### config.mk
export PLATFORM = sky130hd
export DESIGN_NAME = conv_window_gen_flat
export DESIGN_NICKNAME = d
export VERILOG_FILES = /design/src/rtl/conv_window_gen_if.sv /design/src/rtl/conv_window_gen.sv /design/src/flat_wrapper.sv
export SDC_FILE = /design/constraint.sdc
export NUM_CORES = 1
export LEC_CHECK = 0
export ABC_CLOCK_PERIOD_IN_PS = 10000
export BUFFER_PORTS_ARGS = -buffer_cell sky130_fd_sc_hd__buf_2
export CORE_UTILIZATION = 55
export CTS_BUF_LIST = sky130_fd_sc_hd__clkbuf_4
export DETAILED_ROUTE_END_ITERATION = 12
export GPL_ROUTABILITY_DRIVEN = 0
export PLACE_DENSITY = 0.72
export SETUP_SLACK_MARGIN = 0.4
export SLEW_MARGIN = 20
export SYNTH_ARGS = -nofsm -noshare
export SYNTH_HDL_FRONTEND = slang
export SYNTH_SLANG_ARGS = --single-unit
export TNS_END_PERCENT = 30
### constraint.sdc
create_clock -name clk -period 10 [get_ports clk]
set_clock_uncertainty 0.1 [all_clocks]
set_input_delay 0 -clock clk [delete_from_list [all_inputs] [get_ports clk]]
set_output_delay 0 -clock clk [all_outputs]
set_load 0.05 [all_outputs]
### src/rtl/conv_window_gen_if.sv
// Pixel stream in, flattened multi-channel KxK window out.
// master = pixel producer / window consumer, slave = window generator.
interface conv_window_gen_if #(
  parameter int DATA_WIDTH  = 8,
  parameter int KERNEL_SIZE = 3,
  parameter int IN_CHANNEL  = 3
);
  logic                                                   pixel_valid;
  logic [IN_CHANNEL*DATA_WIDTH-1:0]                       pixel_in;
  logic                                                   window_valid;
  logic [IN_CHANNEL*KERNEL_SIZE*KERNEL_SIZE*DATA_WIDTH-1:0] multi_channel_window_out;
  logic                                                   frame_done;

  modport master (
    output pixel_valid, pixel_in,
    input  window_valid, multi_channel_window_out, frame_done
  );

  modport slave (
    input  pixel_valid, pixel_in,
    output window_valid, multi_channel_window_out, frame_done
  );
endinterface

### src/rtl/conv_window_gen.sv
// Sliding KxK window generator over a raster pixel stream, stride 1, no padding.
// Window bus/valid registered one cycle after the completing pixel; no backpressure.
module conv_window_gen #(
  parameter int DATA_WIDTH  = 8,
  parameter int KERNEL_SIZE = 3,
  parameter int IN_CHANNEL  = 3,
  parameter int IMG_WIDTH   = 8,
  parameter int IMG_HEIGHT  = 8
) (
  input  logic             clk,
  input  logic             rst,
  conv_window_gen_if.slave win_if
);
  localparam int K  = KERNEL_SIZE;
  localparam int PW = IN_CHANNEL * DATA_WIDTH;
  localparam int WB = IN_CHANNEL * K * K * DATA_WIDTH;
  localparam int CW = (IMG_WIDTH  > 1) ? $clog2(IMG_WIDTH)  : 1;
  localparam int RW = (IMG_HEIGHT > 1) ? $clog2(IMG_HEIGHT) : 1;

  logic [CW-1:0] col_cnt;
  logic [RW-1:0] row_cnt;

  // Line buffer j holds row (row_cnt-(K-1-j)); whole pixel (all channels) per entry.
  logic [PW-1:0] line_buf [K-1][IMG_WIDTH];
  logic [PW-1:0] lb_out   [K-1];
  logic [PW-1:0] win      [K][K];
  logic [PW-1:0] win_nxt  [K][K];
  logic [WB-1:0] win_flat;

  logic accept;
  logic col_last;
  logic row_last;
  logic completing;

  logic          window_valid_q;
  logic [WB-1:0] window_out_q;
  logic          frame_done_q;

  assign accept     = win_if.pixel_valid && !rst;
  assign col_last   = (col_cnt == CW'(IMG_WIDTH - 1));
  assign row_last   = (row_cnt == RW'(IMG_HEIGHT - 1));
  assign completing = accept && (row_cnt >= RW'(K - 1)) && (col_cnt >= CW'(K - 1));

  always_comb begin
    for (int j = 0; j < K - 1; j++) begin
      lb_out[j] = line_buf[j][col_cnt];
    end
  end

  always_comb begin
    for (int r = 0; r < K; r++) begin
      for (int k = 0; k < K - 1; k++) begin
        win_nxt[r][k] = win[r][k+1];
      end
    end
    for (int r = 0; r < K - 1; r++) begin
      win_nxt[r][K-1] = lb_out[r];
    end
    win_nxt[K-1][K-1] = win_if.pixel_in;
  end

  // Repack row-major pixels into channel-major (c, r, k) order for the MAC stage.
  always_comb begin
    win_flat = '0;
    for (int c = 0; c < IN_CHANNEL; c++) begin
      for (int r = 0; r < K; r++) begin
        for (int k = 0; k < K; k++) begin
          win_flat[((c*K*K) + (r*K) + k)*DATA_WIDTH +: DATA_WIDTH] =
            win_nxt[r][k][c*DATA_WIDTH +: DATA_WIDTH];
        end
      end
    end
  end

  // Storage only: contents are qualified by the counters, so no reset needed.
  always_ff @(posedge clk) begin
    if (accept) begin
      for (int j = 0; j < K - 2; j++) begin
        line_buf[j][col_cnt] <= line_buf[j+1][col_cnt];
      end
      line_buf[K-2][col_cnt] <= win_if.pixel_in;
      win <= win_nxt;
    end
  end

  always_ff @(posedge clk) begin
    if (rst) begin
      col_cnt        <= '0;
      row_cnt        <= '0;
      window_valid_q <= 1'b0;
      window_out_q   <= '0;
      frame_done_q   <= 1'b0;
    end else begin
      window_valid_q <= completing;
      frame_done_q   <= completing && row_last && col_last;
      if (completing) begin
        window_out_q <= win_flat;
      end
      if (accept) begin
        if (col_last) begin
          col_cnt <= '0;
          row_cnt <= row_last ? '0 : row_cnt + RW'(1);
        end else begin
          col_cnt <= col_cnt + CW'(1);
        end
      end
    end
  end

  assign win_if.window_valid             = window_valid_q;
  assign win_if.multi_channel_window_out = window_out_q;
  assign win_if.frame_done               = frame_done_q;
endmodule

### src/flat_wrapper.sv
// flat-port wrapper written by rule: the top's interface ports become plain ports
module conv_window_gen_flat 
#(
  parameter int DATA_WIDTH  = 8,
  parameter int KERNEL_SIZE = 3,
  parameter int IN_CHANNEL  = 3,
  parameter int IMG_WIDTH   = 8,
  parameter int IMG_HEIGHT  = 8
)
  (clk, rst, win_if_pixel_valid, win_if_pixel_in, win_if_window_valid, win_if_multi_channel_window_out, win_if_frame_done);
  conv_window_gen_if #(.DATA_WIDTH(DATA_WIDTH), .KERNEL_SIZE(KERNEL_SIZE), .IN_CHANNEL(IN_CHANNEL)) win_if_i ();
  input  logic clk;
  input  logic rst;
  input wire logic [$bits(win_if_i.pixel_valid)-1:0] win_if_pixel_valid;
  input wire logic [$bits(win_if_i.pixel_in)-1:0] win_if_pixel_in;
  output wire logic [$bits(win_if_i.window_valid)-1:0] win_if_window_valid;
  output wire logic [$bits(win_if_i.multi_channel_window_out)-1:0] win_if_multi_channel_window_out;
  output wire logic [$bits(win_if_i.frame_done)-1:0] win_if_frame_done;
  assign win_if_i.pixel_valid = win_if_pixel_valid;
  assign win_if_i.pixel_in = win_if_pixel_in;
  assign win_if_window_valid = win_if_i.window_valid;
  assign win_if_multi_channel_window_out = win_if_i.multi_channel_window_out;
  assign win_if_frame_done = win_if_i.frame_done;
  conv_window_gen #(.DATA_WIDTH(DATA_WIDTH), .KERNEL_SIZE(KERNEL_SIZE), .IN_CHANNEL(IN_CHANNEL), .IMG_WIDTH(IMG_WIDTH), .IMG_HEIGHT(IMG_HEIGHT)) u_core (.clk(clk), .rst(rst), .win_if(win_if_i));
endmodule
Word level (Yosys, flattened, before mapping)
Memories as Yosys holds them, arrays and structs flattened.
Cells that the tools add are included.
Operators by class
  add/subtract/negate cells: 2
  $lt $le $gt $ge: 4
  eq/ne operators: 2
  muxes and demuxes: 12
  bitwise gates (word level): 1
  reduce and logical (&&, ||, !) cells: 8
Operator list (count)
  $mux W192: 1
  $bmux W24 S3: 2
  $mux W24: 5
  $demux W24 S3: 1
  $add A3 B1 Y3 const B: 2
  $eq A3 B3 Y1 const B: 2
  $ge A3 B2 Y1 const B: 2
  $logic_and A1 B1 Y1: 6
  $mux W3: 2
  $ge A4 B4 Y1 const B: 1
  $lt A4 B1 Y1 const B: 1
  $not A3 Y4: 1
  $reduce_and A2 Y1: 1
  $logic_not A1 Y1: 1
  $mux W1: 1
Word-level totals
  register bits after elaboration: 368
  memory bits (writable): 384
  input port bits: 27
  output and inout bits: 218
  word-level logic and storage cells: 41
  memories kept: 1
Memory list
  u_core.line_buf: depth 2, width 192, read ports 2, clocked after Yosys merged registers in 0, write ports 2, line conv_window_gen.sv:24  | logic [PW-1:0] line_buf [K-1][IMG_WIDTH];

Longest topological paths before layout
Gate-level depths: netlist of the first run.
  word-level depth: 6
  depth in mapped cells: 12
  depth with buffers taken out: 5

Worst setup path before layout of the first run
No wires, ideal clock.
  path kind: input -> register
  start point: in win_if_pixel_valid
  end point: mem u_core.line_buf[0][144] in the netlist's numbering (enable)
  setup time: 0.513 ns
  arrival: 8.355 ns
  required time: 9.387 ns
  setup slack: 1.032 ns
  stages: 7
  buffers on the path: 3
  cells stage by stage: buf_2 nand2b_1 clkbuf_1 inv_1 clkbuf_1 nand2_1 nor3_1
RTL lines
  from (decl): line flat_wrapper.sv:14  | input wire logic [$bits(win_if_i.pixel_valid)-1:0] win_if_pixel_valid;
  to (decl): line conv_window_gen.sv:24

Final worst setup path of the first run
  start point: reg u_core.col_cnt[0]
  end point: reg u_core.window_out_q[208], in the netlist u_core.win_if.multi_channel_window_out[208]
Between the ends
  word-level cells in the longest chain between the ends: 2
Ends and longest elaborated chain
  from (decl): line conv_window_gen.sv:20  | logic [CW-1:0] col_cnt;
  from (signal assigned): line conv_window_gen.sv:104  | col_cnt <= col_cnt + CW'(1);
  $ge A3 B2 Y1: line conv_window_gen.sv:42  | assign completing = accept && (row_cnt >= RW'(K - 1)) && (col_cnt >= CW'(K - 1));
  $logic_and A1 B1 Y1: line conv_window_gen.sv:42
  to (signal assigned): line conv_window_gen.sv:97  | window_out_q <= win_flat;
  to (decl): line conv_window_gen.sv:36  | logic [WB-1:0] window_out_q;
No other way between the ends.
A chain may end at the register's enable or synchronous reset.

==> impl_metrics.csv, run 1 <==
group,metric,value,unit
outcome,outcome,"complete, no violations",
cts,clock_tree.buffer_depth,3,
grt,globalRouteOverflowTotal,0,
logic_synthesis,number_of_enable_type_register_cells_in_the_synthesized_netlist,528,
pwr,leak_pwr,11.40,nW
cts,clock_latency,0.97,ns
setup_path,path_common_cell,"buf_4",
placement,numPortBuffers,244,
die,floorplan.rows,82,
cts,cts_setup_buffers,0,
grt,vias_in_the_first_global_route,17214,
setup_path,crit_chain,"buf_4, inv_1, ha_1, or3_4, buf_4, nand4_1, a21oi_1, dlygate4sd3_1",
timing,max_frequency,238.2,MHz
grt,globalRouteTotalUtil,0.2477,
cts,cts.root.buffer_cell,"clkbuf_4",
setup_path,cpMaxStageDelayCell,"dfxtp_4",
routing,drt_drc_violations_left,0,
cts,cts_htree_levels,4,
grt,global_route.peak_usage_layer,"met2",
timing,worst_slew_margin_rel,0.2102,
timing,layout_worst_path_cycle_share,0.4197,
logic_synthesis,synth_nets,1753,
routing,detailroute.via_count,17251,
routing,detailedRoute.firstIterationViolations,1615,
routing,wl_per_cell,22.10,µm
routing,firstDrtPassIters,5,
grt,grt_pass1_wl,99400,µm
pwr,clock_power_share,0.401,
logic_synthesis,yosys.area.top_type,"edfxtp_1",
pwr,combinationalPowerShare,0.055,
timing,final.min_clock_period,4.197,ns
setup_path,critical_path_depth,8,
die,die_area,0.05191,mm²
setup_path,crit_path_max_fanout,89,
logic_synthesis,yosysTopAreaCellShare,0.5652,
logic_synthesis,synth_area_per_cell,16.31,µm²
final_layout,layout.nets,2090,
pwr,switching_share,0.2281,
timing,timing_max_transition_violations_final,0,
die,initial_utilization,0.5580,
routing,routed_wl,63770,µm
logic_synthesis,synth-async-reset-ratio,0,
logic_synthesis,postSynthCellCount,1720,
logic_synthesis,synthesis.area,0.02805,mm²
die,design.core.area,0.05027,mm²
routing,avgViaCountPerCell,5.977,
final_layout,syn2layout_area_growth,16.74,%
setup_path,cp.buffers_inverters,4,
setup_path,worst_ep_arrival_time,4.97,ns
routing,route.antenna.remaining_nets,0,
setup_path,crit_family,"buffers and inverters",
logic_synthesis,ys_seq_elements,752,
pwr,share_seq_of_total_power,0.544,
setup_path,timing.critical_path.required,10.77,ns
logic_synthesis,synth_seq_area_share,0.7251,
cts,tritoncts.num_buffers,180,
pwr,switching_power,1.443,mW
pwr,power.density,193.1,mW/mm²
pwr,ir_drop,0.1003,mV
setup_path,worst-setup-path-type,"register to register",
timing,fin_worst_hold_slack,0.3225,ns
logic_synthesis,post_synth_main_area_contributors,"edfxtp_1, dfxtp_1, mux4_2",
grt,grt_max_degree,195,
grt,use_met3,0.05725,
die,die_w,227.8,µm
placement,hpwl_dp,34590,µm
pwr,internal_power,4.882,mW
die,die_y,227.8,µm
min_path,number_of_stages_on_the_worst_hold_path,5,
setup_path,crit_path_end_kind,"register",
grt,global_route.usage.met1,0.3440,
grt,number_of_antenna_violations_at_the_first_check_in_global_routing,1,
timing,rsz_0062_raised_after_global_routing,"no",
setup_path,setup.worst_path.start_class,"register",
grt,grt_use_met2,0.3930,
timing,final-hold-violation-count,0,
logic_synthesis,synth_warnings,0,
cts,cts.clk_slew.worst_paths,0.07,ns
timing,totalNegativeSetupSlack,0,ns
min_path,worst_hold_class,"input pin to register",
job,cap_violations,0,
setup_path,timing.reg2reg.worst_path_depth,8,
logic_synthesis,synth_flop_cell,"edfxtp_1",
logic_synthesis,synthDistinctLibCells,30,
cts,cts_tree,"done",
final_layout,layout-drive-gt1-share,0.3544,
timing,setup_viol_count_final,0,
timing,worst_slew_pin_slew,1.185,ns
cts,cts_num_sinks,752,
setup_path,critPathMaxStageDelay,0.81,ns
die,ioPinCount,245,
-- final timing paths --
path	start	end	slack, ns
max	u_core.col_cnt[0]	u_core.win_if.multi_channel_window_out[208]	5.80
min	win_if_pixel_valid	u_core.win_if.multi_channel_window_out[37]	0.32
max reg2reg	u_core.col_cnt[0]	u_core.win_if.multi_channel_window_out[208]	5.80
min reg2reg	u_core.win[22]	u_core.win[46]	0.33
-- layer usage --
layer  wire (µm)  up-vias  share of wire
met2       31490      644           0.49
met4         739        0          0.012
met3        4101       65          0.064
li1            -     7728              -
met1       27440     8814           0.43
met5           0        -              0
-- tightest hold or removal path, stage by stage --
cell and delay (ns):
dlygate4sd3_1 0.56, buf_2 0.15, nand2b_4 0.33, o31ai_1 0.15, a21oi_1 0.13
-- power by group through the flow --
stage | logic [mW] | clock network [mW] | registers (mW)
4_1_cts | 0.352 | 2.60 | 3.44
6_report | 0.350 | 2.54 | 3.44
3_5_place_dp | 0.333 | 0 | 3.51
5_1_grt | 0.372 | 2.77 | 3.44
2_1_floorplan | 0.231 | 0 | 3.49
3_3_place_gp | 0.326 | 0 | 3.50
-- Yosys cell counts, types with 3 or more instances --
cell type    n
edfxtp_1   528
nor3_1       5
nand4_1    168
inv_1        4
nor2b_1     48
buf_2       16
a21oi_1    171
dfxtp_1    224
nor2_1       8
mux4_2      95
and3_1       3
buf_6        6
buf_1       24
mux2i_1      3
nand2_1      7
o31ai_1    168
clkbuf_1   126
mux2_2      95
ha_1         6
-- cell usage in the layout (no fill, tap or decap), drive strengths merged, types with 3 or more instances in the layout --
cell type	count
and3	3
mux4	95
a21oi	171
o31ai	168
dlygate4sd3	53
dfxtp	224
nor3	6
ha	6
inv	10
buf	274
clkinvlp	3
edfxtp	528
nand2	7
nand4	168
nor2b	48
mux2i	3
mux2	95
nor2	8
clkbuf	290
clkinv	37
-- stage by stage --
step           std cells  utilization  instance area, µm²  power, mW  setup WS, ns
2_1_floorplan       1720            -               28050      3.725         1.032
3_3_place_gp        2492       0.5916               29740      3.830         6.199
3_5_place_dp        2492       0.5916               29740      3.839         6.104
4_1_cts             2883       0.6507               32710      6.390         5.638
5_1_grt             2885       0.6513               32740      6.584         5.464
6_report            2886       0.6514               32750      6.325         5.803
-- logic make-up after synthesis --
group                    synth area share
AO/OA/AOI/OAI                     0.07690
AND/OR/NAND/NOR                   0.05384
adder cells (fa/ha/maj)          0.002676
buffers and inverters             0.02600
multiplexers                       0.1155
flip-flops                         0.7251
-- area by class of cell --
class                           instances  area, µm²
Multi-Input combinational cell        791       7054
Sequential cell                       752      20350
Fill cell                            3581      17530
Timing Repair Buffer                  327       2053
Inverter                                5      26.28
Antenna cell                            2      5.005
Clock inverter                         47      242.7
Tap cell                              672      840.8
Clock buffer                          290       2177
-- sequential cells by signal (all words and copies together) (netlist names) --
register	cells
u_core.win_if.window_valid	1
u_core.win_if.frame_done	1
u_core.win_if.multi_channel_window_out	216
u_core.row_cnt	3
u_core.col_cnt	3
u_core.line_buf	384
u_core.win	144
-- what timing repair did --
| item | 4_1_cts | 5_1_grt |
|---|---|---|
| hold buffers | 54 | 0 |
| endpoints found under the hold margin | 494 | 0 |
| resized for setup | 0 | 0 |
Power figures use the tool's default switching activity.
==> inputs of run 2 (changes only) <==
Settings changed: ABC_CLOCK_PERIOD_IN_PS 10000 to 3400, PLACE_DENSITY 0.72 to 0.75.
Clock period 10 ns to 3.4 ns, I/O delays scaled along.
==> run 2 against run 1 <==
  * Sequential share of layout area is 0.55 points lower
  * First-iteration DRC count rose by 5.3%
  * Via count is 2.6% higher
  * Global-route usage rose by 1.0 points
  * Utilization rose by 0.58 points
  * Worst setup slack got worse by 5.2 ns
  * Critical endpoint is now u_core.win_if.multi_channel_window_out[15]
==> impl_metrics.csv, run 2 (synthesis results as in run 1) <==
group,metric,value,unit
outcome,outcome,"complete, no violations",
cts,cts_num_sinks,752,
die,die_y,227.8,µm
placement,numPortBuffers,244,
setup_path,critPathMaxStageDelay,0.55,ns
pwr,ir_drop,0.2940,mV
grt,number_of_antenna_violations_at_the_first_check_in_global_routing,5,
pwr,design_power_total,18.71,mW
setup_path,critical_path.reg2reg.startpoint,"u_core.col_cnt[0]",
cts,cts_htree_levels,4,
setup_path,crit_family,"buffers and inverters",
setup_path,setup.worst_path.start_class,"register",
routing,drt_drc_violations_left,0,
routing,avgViaCountPerCell,6.088,
timing,final.min_clock_period,2.811,ns
cts,cts.root.buffer_cell,"clkbuf_4",
cts,clock_latency,1.00,ns
routing,detailroute.via_count,17692,
setup_path,reg2reg_to,"u_core.win_if.multi_channel_window_out[15]",
routing,firstDrtPassIters,5,
setup_path,cp.buffers_inverters,3,
final_layout,layout_commonest_cell,"edfxtp_1",
setup_path,crit_path_max_fanout,84,
grt,vias_in_the_first_global_route,17739,
grt,grt_max_degree,169,
setup_path,worst_ep_arrival_time,3.63,ns
cts,tritoncts.num_buffers,181,
min_path,number_of_stages_on_the_worst_hold_path,4,
min_path,worst_hold_startpoint,"rst",
routing,routed_wl,67590,µm
timing,totalNegativeSetupSlack,0,ns
min_path,min_delay_worst_endpoint,"u_core.col_cnt[2]",
setup_path,critical_path_depth,7,
grt,globalRouteOverflowTotal,0,
final_layout,layout-drive-gt1-share,0.3550,
die,floorplan.rows,82,
timing,final-hold-violation-count,0,
timing,worst_slew_pin_slew,1.142,ns
timing,rsz_0062_raised_after_global_routing,"no",
timing,layout_worst_path_cycle_share,0.8267,
setup_path,crit_path_end_kind,"register",
final_layout,layout.nets,2109,
setup_path,worst-setup-path-type,"register to register",
job,cap_violations,0,
die,design.core.area,0.05027,mm²
final_layout,layout_common_cells,"edfxtp_1, clkbuf_4, buf_2",
pwr,power.density,566.3,mW/mm²
setup_path,timing.critical_path.required,4.22,ns
die,initial_utilization,0.5580,
setup_path,cpMaxStageDelayCell,"dlygate4sd3_1",
die,die_area,0.05191,mm²
die,die_w,227.8,µm
final_layout,register_containing_the_most_flip_flops_in_the_final_layout,"u_core.line_buf",
min_path,worst_hold_class,"input pin to register",
cts,cts_tree,"done",
final_layout,layout.filler_cells,3531,
grt,globalRouteTotalUtil,0.2577,
routing,detailedRoute.firstIterationViolations,1700,
die,ioPinCount,245,
final_layout,ff_latch_area,0.02035,mm²
timing,worst_slew_margin_rel,0.2388,
placement,hpwl_dp,36870,µm
cts,clock_tree.buffer_depth,3,
final_layout,multi_input_comb_area,0.007089,mm²
final_layout,flip_flop_count_of_the_largest_register_after_layout,384,
timing,max_frequency,355.8,MHz
routing,wl_per_cell,23.26,µm
pwr,leak_pwr,11.52,nW
setup_path,timing.reg2reg.worst_path_depth,7,
grt,grt_pass1_wl,102400,µm
setup_path,ff2ff_setup_slack,0.59,ns
timing,timing_max_transition_violations_final,0,
setup_path,crit_chain,"inv_1, ha_1, nor3_4, clkbuf_16, o31ai_1, a21oi_1, dlygate4sd3_1",
cts,cts.clk_slew.worst_paths,0.07,ns
timing,setup_viol_count_final,0,
final_layout,syn2layout_area_growth,17.78,%
routing,route.antenna.remaining_nets,0,
run 2: cell count changes in the layout (fill, tap and decap cells not counted), moves of 2 or more:
cell       delta
clkbuf_4      -9
clkinv_1     +11
clkbuf_16     +2
nor3_4        +3
buf_4         +6
inv_2         -2
buf_12        +9
nor3_2        -3
run 2: timing repair:
item                       in CTS  in global routing
gates resized for setup         0                  2
setup buffers                   0                  2
setup endpoints to repair       0                  1
hold endpoints to repair      579                  0
hold buffers                   53                  0
run 2: worst max path at each step:
| stage | start | to | slack, ns |
|---|---|---|---|
| global route | u_core.col_cnt[0] | u_core.win_if.multi_channel_window_out[15] | 0.50 |
| detailed placement | u_core.col_cnt[2] | u_core.win_if.multi_channel_window_out[160] | 0.87 |
| global placement | u_core.col_cnt[2] | u_core.win_if.multi_channel_window_out[160] | 0.92 |
| finish | u_core.col_cnt[0] | u_core.win_if.multi_channel_window_out[15] | 0.59 |
| floorplan | u_core.col_cnt[0] | u_core.line_buf[0][168] | 0.30 |
| CTS | u_core.col_cnt[0] | u_core.win_if.multi_channel_window_out[15] | 0.46 |
run 2: final cells by class:
class,count,share of cell area
Multi-Input combinational cell,792,0.2146
Tap cell,672,0.02545
Sequential cell,752,0.6159
Antenna cell,3,0.0002272
Timing Repair Buffer,344,0.06999
Inverter,5,0.0007953
Clock inverter,57,0.009203
Clock buffer,281,0.06385
run 2: where the power goes:
group	total, mW	switching (mW)	internal, mW
logic	1.10	0.749	0.351
clock network	7.51	3.51	3.99
registers	10.1	0.0763	10.0
run 2: metal layers:
metal | global-route usage | wire, µm | vias up
met3 | 0.06950 | 5207 | 121
met4 | 0.09333 | 1371 | 0
met2 | 0.4110 | 33630 | 816
li1 | - | - | 7770
met5 | 0 | 0 | -
met1 | 0.3414 | 27390 | 8985
run 2: worst reg2reg max path, delay by kind of cell, from the launching register on:
kind                     cells  cell delay (ns)
buffers and inverters        3             1.03
flip-flops                   1             0.53
AO/OA/AOI/OAI                2             0.44
AND/OR/NAND/NOR              1             0.33
adder cells (fa/ha/maj)      1             0.30
run 2: metrics by stage:
| step | instances | area [µm²] | util | setup slack, ns | hold slack (ns) |
|---|---|---|---|---|---|
| after global placement | 2508 | 30020 | 0.5971 | 0.9208 | 0.2030 |
| after floorplan | 1720 | 28140 | - | 0.2992 | -0.001131 |
| final | 2906 | 33040 | 0.6571 | 0.5892 | 0.1796 |
| after global routing | 2906 | 33040 | 0.6571 | 0.5012 | 0.1181 |
| after CTS | 2899 | 32960 | 0.6556 | 0.4586 | 0.07900 |
| after detailed placement | 2508 | 30020 | 0.5971 | 0.8680 | 0.2107 |
==> inputs of run 3 (changes only) <==
Settings changed: ABC_AREA from default to 1, ABC_CLOCK_PERIOD_IN_PS 3400 to 2800, PLACE_DENSITY 0.75 to 0.72.
Clock period 3.4 ns to 2.8 ns, I/O delays scaled along.
==> run 3 against run 2 <==
  * Worst setup slack got worse by 0.14 ns
  * Flip-flop and latch count unchanged
  * Hold slack improved by 0.16 ns
  * Clock power is 24% higher
  * Final cell count up 30%
  * Non-clock buffer count is 2 higher
  * Die area up 0.20%
  * Sequential power up 23%
  * Total power up 23%
  * Synthesized cell count up 49%
==> impl_metrics.csv, run 3 <==
group,metric,value,unit
final_layout,final-instance-count-excl-fill,3772,
final_layout,layout.cell_area.non_filler,0.03317,mm²
grt,globalRouteOverflowTotal,0,
routing,drt_drc_violations_left,0,
timing,timing_max_transition_violations_final,0,
cts,cts_htree_levels,4,
pwr,power.density,696.1,mW/mm²
logic_synthesis,synth.top_cells.by_count,"nand2_1, edfxtp_1, dfxtp_1",
die,initial_utilization,0.5591,
cts,cts_num_sinks,752,
logic_synthesis,synth_warnings,0,
final_layout,syn2layout_area_growth,18.02,%
timing,worst_slew_pin_slew,0.9156,ns
setup_path,worst_ep_arrival_time,2.85,ns
final_layout,flip_flop_count_of_the_largest_register_after_layout,384,
die,die_w,228.1,µm
timing,fin_worst_hold_slack,0.3392,ns
die,die_area,0.05201,mm²
cts,clock_tree.buffer_depth,3,
placement,hpwl_dp,36180,µm
timing,final-hold-violation-count,0,
routing,wl_per_cell,17.95,µm
grt,grt_pass1_wl,104300,µm
placement,pre_cts_slack,0.4066,ns
final_layout,layout.nets,2975,
final_layout,layout_common_cells,"nand2_1, edfxtp_1, clkbuf_4",
routing,detailedRoute.firstIterationViolations,1556,
die,floorplan.rows,82,
setup_path,timing.critical_path.required,3.30,ns
cts,clock_latency,1.01,ns
pwr,ir_drop,0.3626,mV
routing,detailroute.via_count,20064,
logic_synthesis,yosys.area.top_type,"edfxtp_1",
grt,number_of_antenna_violations_at_the_first_check_in_global_routing,3,
placement,placed_area,0.03003,mm²
timing,totalNegativeSetupSlack,0,ns
cts,cts_setup_buffers,0,
die,design.core.area,0.05027,mm²
final_layout,layout-drive-gt1-share,0.2021,
grt,vias_in_the_first_global_route,19973,
timing,rsz_0062_raised_after_global_routing,"yes",
setup_path,crit_path_max_fanout,30,
routing,route.antenna.remaining_nets,0,
logic_synthesis,ys_seq_elements,752,
job,cap_violations,0,
logic_synthesis,number_of_enable_type_register_cells_in_the_synthesized_netlist,528,
timing,final.min_clock_period,2.349,ns
placement,dp.cells,3370,
logic_synthesis,synth_seq_area_share,0.7236,
logic_synthesis,synth-async-reset-ratio,0,
cts,tritoncts.num_buffers,185,
cts,cts.clk_slew.worst_paths,0.06,ns
timing,layout_worst_path_cycle_share,0.8390,
logic_synthesis,synthDistinctLibCells,23,
outcome,outcome,"complete, no violations",
die,die_y,228.1,µm
logic_synthesis,yosysTopAreaCellShare,0.5641,
logic_synthesis,synth_area_per_cell,10.94,µm²
grt,globalRouteTotalUtil,0.2575,
setup_path,setup.worst_path.start_class,"input pin",
logic_synthesis,synthesis.area,0.02811,mm²
placement,numPortBuffers,244,
grt,grt_max_degree,190,
logic_synthesis,synth_nets,2603,
pwr,leak_pwr,13.47,nW
die,ioPinCount,245,
timing,setup_viol_count_final,0,
routing,firstDrtPassIters,5,
setup_path,worst-setup-path-type,"input pin to register",
cts,cts.root.buffer_cell,"clkbuf_4",
routing,avgViaCountPerCell,5.319,
min_path,worst_hold_class,"register to register",
logic_synthesis,post_synth_main_area_contributors,"edfxtp_1, dfxtp_1, nand2_1",
logic_synthesis,postSynthCellCount,2570,
setup_path,crit_path_end_kind,"register",
logic_synthesis,yosysMostFrequentCell,"nand2_1",
cts,cts_tree,"done",
logic_synthesis,synth_flop_cell,"edfxtp_1",
timing,final.setup.worst_slack,0.4508,ns
timing,worst_slew_margin_rel,0.3896,
routing,routed_wl,67700,µm
timing,max_frequency,425.7,MHz
final_layout,layout_commonest_cell,"nand2_1",
final_layout,register_containing_the_most_flip_flops_in_the_final_layout,"u_core.line_buf",
run 3: cell count changes in the layout (fill, tap and decap cells not counted), sizes merged, moves of 48 or more:
| cell | change |
|---|---|
| nand2 | +999 |
| o31ai | -168 |
| nand3 | +144 |
| inv | +108 |
| mux2 | -95 |
| mux4 | -95 |
| nand4 | -70 |
| nor2 | +50 |
| nor2b | -48 |
run 3: where the power goes:
| part | internal (mW) | leakage, nW | total [mW] | switching (mW) |
|---|---|---|---|---|
| clock | 5.10 | 1.51 | 9.33 | 4.23 |
| sequential | 12.3 | 6.64 | 12.4 | 0.0983 |
| combinational | 0.322 | 5.32 | 1.39 | 1.07 |
| total | 17.7 | 13.5 | 23.1 | 5.40 |
run 3: area by class of cell:
| class | instances | area (µm²) |
|---|---|---|
| antenna | 3 | 7.507 |
| clock buffer | 299 | 2245 |
| clock inverter | 43 | 245.2 |
| fill | 3809 | 17100 |
| inverter | 110 | 449.2 |
| multi-input combinational | 1547 | 6754 |
| sequential | 752 | 20350 |
| tap | 672 | 840.8 |
| timing repair buffer | 346 | 2280 |
run 3: what timing repair did:
| action | 4_1_cts | 5_1_grt |
|---|---|---|
| gates resized for setup | 1 | 6 |
| endpoints found under the setup margin | 10 | 204 |
| gates cloned | 0 | 3 |
| hold endpoints to repair | 583 | 0 |
| hold buffers | 54 | 0 |
| pin swaps | 0 | 1 |
run 3: cell families after synthesis:
logic type,synth area share
fa+ha+maj,0.002671
compound gates,0.04015
simple gates,0.1924
flops,0.7236
buf+inv,0.04118
run 3: routing by layer:
layer,vias to the layer above,global-route usage,share of wire
met3,111,0.06613,0.076
li1,9583,-,-
met5,-,0,0.00019
met1,9556,0.3325,0.42
met2,812,0.4190,0.49
met4,2,0.09878,0.019
run 3: final timing paths:
check                     startpoint                        to  slack (ns)  cells after the start
hold reg to reg       u_core.win[11]            u_core.win[35]        0.34                      0
hold / removal        u_core.win[11]            u_core.win[35]        0.34                      0
setup reg to reg   u_core.col_cnt[0]  u_core.win_if.frame_done        0.46                      7
setup / recovery  win_if_pixel_valid   u_core.line_buf[0][124]        0.45                      8
run 3: worst max-delay path: stages:
cell,delay (ns)
dlygate4sd3_1,0.57
buf_2,0.12
dlygate4sd3_1,0.66
inv_1,0.13
nor2_4,0.21
inv_1,0.32
nor4_4,0.27
buf_4,0.54
run 3: stage by stage:
step / util / total power, mW
5_1_grt: 0.6598 / 24.02
6_report: 0.6598 / 23.09
4_1_cts: 0.6579 / 23.29
3_3_place_gp: 0.5973 / 13.86
2_1_floorplan: - / 13.41
3_5_place_dp: 0.5973 / 13.90
